**config.mk**
```make
export PLATFORM = sky130hd
export DESIGN_NAME = axi_fifo_arb
export DESIGN_NICKNAME = d
export VERILOG_FILES = /design/src/rtl/axi_fifo_arb.sv
export SDC_FILE = /design/constraint.sdc
export NUM_CORES = 1
export LEC_CHECK = 0
export BUFFER_PORTS_ARGS = -buffer_cell sky130_fd_sc_hd__buf_4
export CAP_MARGIN = 25
export CORE_UTILIZATION = 25
export DETAILED_ROUTE_END_ITERATION = 8
export HOLD_SLACK_MARGIN = 0.15
export PLACE_DENSITY = 0.6
export SLEW_MARGIN = 0
export SYNTH_ARGS = -nofsm -noshare
export SYNTH_HDL_FRONTEND = slang
export SYNTH_SLANG_ARGS = --single-unit
```
**constraint.sdc**
```tcl
create_clock -name clk -period 6.37 [get_ports clk]
set_clock_uncertainty 0.05 [all_clocks]
set_input_delay 0.637 -clock clk [delete_from_list [all_inputs] [get_ports clk]]
set_output_delay 0.637 -clock clk [all_outputs]
set_load 0.1 [all_outputs]
```
**src/rtl/axi_fifo_arb.sv**
```systemverilog
// Round-robin arbiter granting whole write bursts from NREQ requesters into one shared FIFO.
// Optional ARB_BURST_LIMIT_EN macro truncates any burst after MAXB accepted beats.
module axi_fifo_arb #(
    parameter int unsigned NREQ = 4,
    parameter int unsigned DWID = 32,
    parameter int unsigned MAXB = 16
) (
    input  logic                 clk,
    input  logic                 rst,
    input  logic [NREQ-1:0]      req,
    input  logic [NREQ-1:0]      last,
    input  logic [NREQ*DWID-1:0] din,
    output logic [NREQ-1:0]      ack,
    output logic [NREQ-1:0]      gnt,
    output logic                 busy,
    input  logic                 fifo_full,
    output logic                 fifo_wren,
    output logic [DWID-1:0]      fifo_data
);

    localparam int unsigned PW = $clog2(NREQ);
    localparam int unsigned CW = $clog2(MAXB) + 1;

    typedef enum logic {IDLE, BURST} state_t;

    state_t          state, state_nxt;
    logic [PW-1:0]   ptr, ptr_nxt;
    logic [CW-1:0]   cnt, cnt_nxt;
    logic [NREQ-1:0] gnt_nxt;
    logic            busy_nxt;
    logic            found_c;
    logic [PW-1:0]   win_c;
    logic            beat_c;
    logic            burst_end_c;

    // Round-robin search starting just after the last winner.
    always_comb begin
        int unsigned idx;
        found_c = 1'b0;
        win_c   = ptr;
        idx     = 0;
        for (int unsigned k = 1; k <= NREQ; k++) begin
            idx = (32'(ptr) + k) % NREQ;
            if (!found_c && req[PW'(idx)]) begin
                found_c = 1'b1;
                win_c   = PW'(idx);
            end
        end
    end

    // ptr holds the owner while in BURST; reset kills acceptance in the same cycle.
    always_comb begin
        beat_c    = (state == BURST) && !rst && req[ptr] && !fifo_full;
        ack       = beat_c ? (NREQ'(1) << ptr) : '0;
        fifo_wren = beat_c;
        fifo_data = (state == BURST) ? din[32'(ptr)*DWID +: DWID] : '0;
`ifdef ARB_BURST_LIMIT_EN
        burst_end_c = beat_c && (last[ptr] || ((cnt + CW'(1)) == CW'(MAXB)));
`else
        burst_end_c = beat_c && last[ptr];
`endif
    end

    always_comb begin
        state_nxt = state;
        ptr_nxt   = ptr;
        cnt_nxt   = cnt;
        gnt_nxt   = gnt;
        busy_nxt  = busy;
        case (state)
            IDLE: begin
                if (found_c) begin
                    state_nxt = BURST;
                    ptr_nxt   = win_c;
                    cnt_nxt   = '0;
                    gnt_nxt   = NREQ'(1) << win_c;
                    busy_nxt  = 1'b1;
                end
            end
            BURST: begin
                if (beat_c) begin
                    cnt_nxt = cnt + CW'(1);
                end
                if (burst_end_c) begin
                    state_nxt = IDLE;
                    gnt_nxt   = '0;
                    busy_nxt  = 1'b0;
                end
            end
            default: begin
                state_nxt = IDLE;
                gnt_nxt   = '0;
                busy_nxt  = 1'b0;
            end
        endcase
    end

    always_ff @(posedge clk) begin
        if (rst) begin
            state <= IDLE;
            ptr   <= PW'(NREQ - 1);
            cnt   <= '0;
            gnt   <= '0;
            busy  <= 1'b0;
        end else begin
            state <= state_nxt;
            ptr   <= ptr_nxt;
            cnt   <= cnt_nxt;
            gnt   <= gnt_nxt;
            busy  <= busy_nxt;
        end
    end

endmodule
```
==> impl_results.md <==
* Critical-path maximum fanout at 46
* Die width at 83.6 µm
* Top cells by area, synth: mux4_2 (50%), and2_1 (14%), dfxtp_1 (9.6%), ha_1 (3.0%), mux2_2 (2.7%)
* Finished Layout Cells at a little under 400
* Syn nets at 287
* DRC Markers at 0
* Post-synth top area share at about half
* Status: finished, final reports clean
* Critical path type: reg2out
* Synth-to-Final Area Change at 86.0%
* Htree depth at 1
* M1 GR Usage at 22.3%
* Mapped Area at 0.00167 mm²
* WP data required at 5680 ps
* CP endpoint kind: output pin
* Hold Crit Class: reg2reg
* Initial antenna violation count at 0
* Hold-fix buffer count after cts at 0
* Diode count at 0
* Worst-Margin Slew at between 900 and 1000 ps
* Via Count at 1950
* Arr. time, crit path at 2450 ps
* HPWL Detailed at 5170 µm
* Gr ovfl total at 0
* Power per cell area at ~430 mW/mm²
* Total GRT Usage at 17.6%
* Post-synth cell types at 33
* Clk pin slew, worst setup/hold paths at 40 ps
* Met2 Resource Use GR at between 30% and 40%
* IO Count at 181
* EDFF count, synth at 0
* Post-Route WL at 6430 µm
* Sequential area share after synthesis at 9.62%
* CTS Buf Count at 3
* Row cnt at 29
* Fraction of layout cells with a size suffix above 1 at 73.5%
* I/O Buffers at 180
* YS warnings at 0
* Total negative slack at 0 ps
* Setup WS post-layout at 3230 ps
* Post-Syn Instances at 144
* Final ANT Viol Nets at 0
* Maximum number of pins on one net before global-route repair at between 40 and 50
* Vias/cell at 5.00
* Post_cts resized at 0
* Die ar. at 0.00699 mm²
* Iteration-0 DRC Markers at ~50
* Met3 usage at 2.87%
* CTS tree: yes
* Commonest non-fill, non-tap cell in the layout: buf_4
* Number of max-cap violations at 0
* First-pass GRT wire length at approximately 10000 µm
* Layout Nets at 458
* Worst VDD drop at 313 µV
* Largest area contributor in the netlist: mux4_2
* Final setup violation count at 0
* Relative slew slack at 39.9%
* Period minus WS final at 3140 ps
* Core Region at 0.00639 mm²
* Root buffer cell: clkbuf_8
* GP Congestion at around 0.76
* Max-slew violations at 0
* Top FF cell, synth: dfxtp_1
* Clock tree buffer depth at 2
* Yosys reg bits at 8
* Startpoint Class: flip-flop
* Pleak at 1.52 nW
* Post-synthesis async set-or-reset flop share at 0%
* Top Usage Layer GRT: met2
* Initial Utilization at roughly a quarter
* Clock Latency Late Sink at 230 ps
* Final period util at 49.2%
* Drt wl/cell at 16.5 µm
* Die height at 83.6 µm
* Worst slack at placement at 3010 ps
* Fmax achieved at between 300 and 400 MHz
* Syn Area/Cell at 11.6 µm²
* Vias in the first global route at between 1500 and 2000
* Clk sinks at 8
* RSZ-0062 raised after global routing: no
* Final hold vios at 0
* Placed cells at 386
* Most frequent cells in the layout: buf_4 (181), mux4_2 (37), and2_1 (36), dfxtp_1 (6)
* Total setup buffers inserted after CTS at 0
* # fillers at 623
* Drt pass-1 iters at 4
## cell type report
type                       count  area [µm²]  share of cell area, %
tap                           77        96.3                   3.11
sequential                     8         163                   5.25
multi-input combinational    116        1400                   45.3
clock buffer                   3        41.3                   1.33
timing repair buffer         182        1380                   44.5
inverter                       4        15.0                  0.485
## flip-flops by register name (all words and copies together) (netlist names)
signal and count:
gnt 4, state 1, busy 1, ptr 2
## per-stage QoR
step / hold WS (ps) / utilization [%] / power [mW] / instance area, µm²
final: 401 / 48.5 / 1.32 / 3100
after global routing: 423 / 48.5 / 1.39 / 3100
after CTS: 407 / 48.2 / 1.33 / 3080
after detailed placement: 402 / 47.6 / 1.27 / 3040
after global placement: 400 / 47.6 / 1.26 / 3040
after floorplan: 482 / - / 1.02 / 1670
## cell families (layout without fill, tap and decap cells)
kind of cell	Yosys count	after routing	synth area share, %
buf+inv	20	189	6.09
fa+ha+maj	4	4	3.01
mux	45	45	55.1
compound gates	17	17	7.51
flops	8	8	9.62
simple gates	50	50	18.6
## where the power goes
group	internal, mW	switching (mW)
clock	0.0409	0.0195
sequential	0.0683	0.0347
combinational	0.404	0.757
## synthesized netlist by cell type, types with 2 or more instances
cell type and n:
o22a_1 2, dfxtp_1 8, nor2_1 3, and2_1 36, nand2_1 3, o22ai_1 2, a22o_1 4, mux2_2 4
buf_6 2, o21ai_0 2, clkbuf_1 5, inv_1 4, mux2i_1 4, buf_1 2, buf_2 5, mux4_2 37
ha_1 4, a21oi_1 2
## worst paths after layout
check | startpoint | cells after the start | slack [ps] | to
worst max-delay path | ptr[0]$_SDFFE_PP1P_ | 5 | 3230 | ack[1]
worst min-delay path | busy$_SDFFE_PP0P_ | 2 | 400 | busy$_SDFFE_PP0P_
worst max register to register | ptr[1]$_SDFFE_PP1P_ | 7 | 3500 | ptr[0]$_SDFFE_PP1P_
worst min register to register | busy$_SDFFE_PP0P_ | 2 | 400 | busy$_SDFFE_PP0P_
## worst max-delay path, stage by stage, from the launching register on
cell and delay [ps]:
dfxtp_2 320, buf_4 620, mux4_2 400, nor4b_2 380
and2_1 200, buf_4 290
## layer usage
| layer | wire length, µm | up-vias |
|---|---|---|
| li1 | - | 911 |
| met1 | 2460 | 927 |
| met3 | 555 | 7 |
| met5 | 0 | - |
| met2 | 3350 | 105 |
| met4 | 63 | 0 |
No activity file was read; power rests on OpenSTA's default activity.
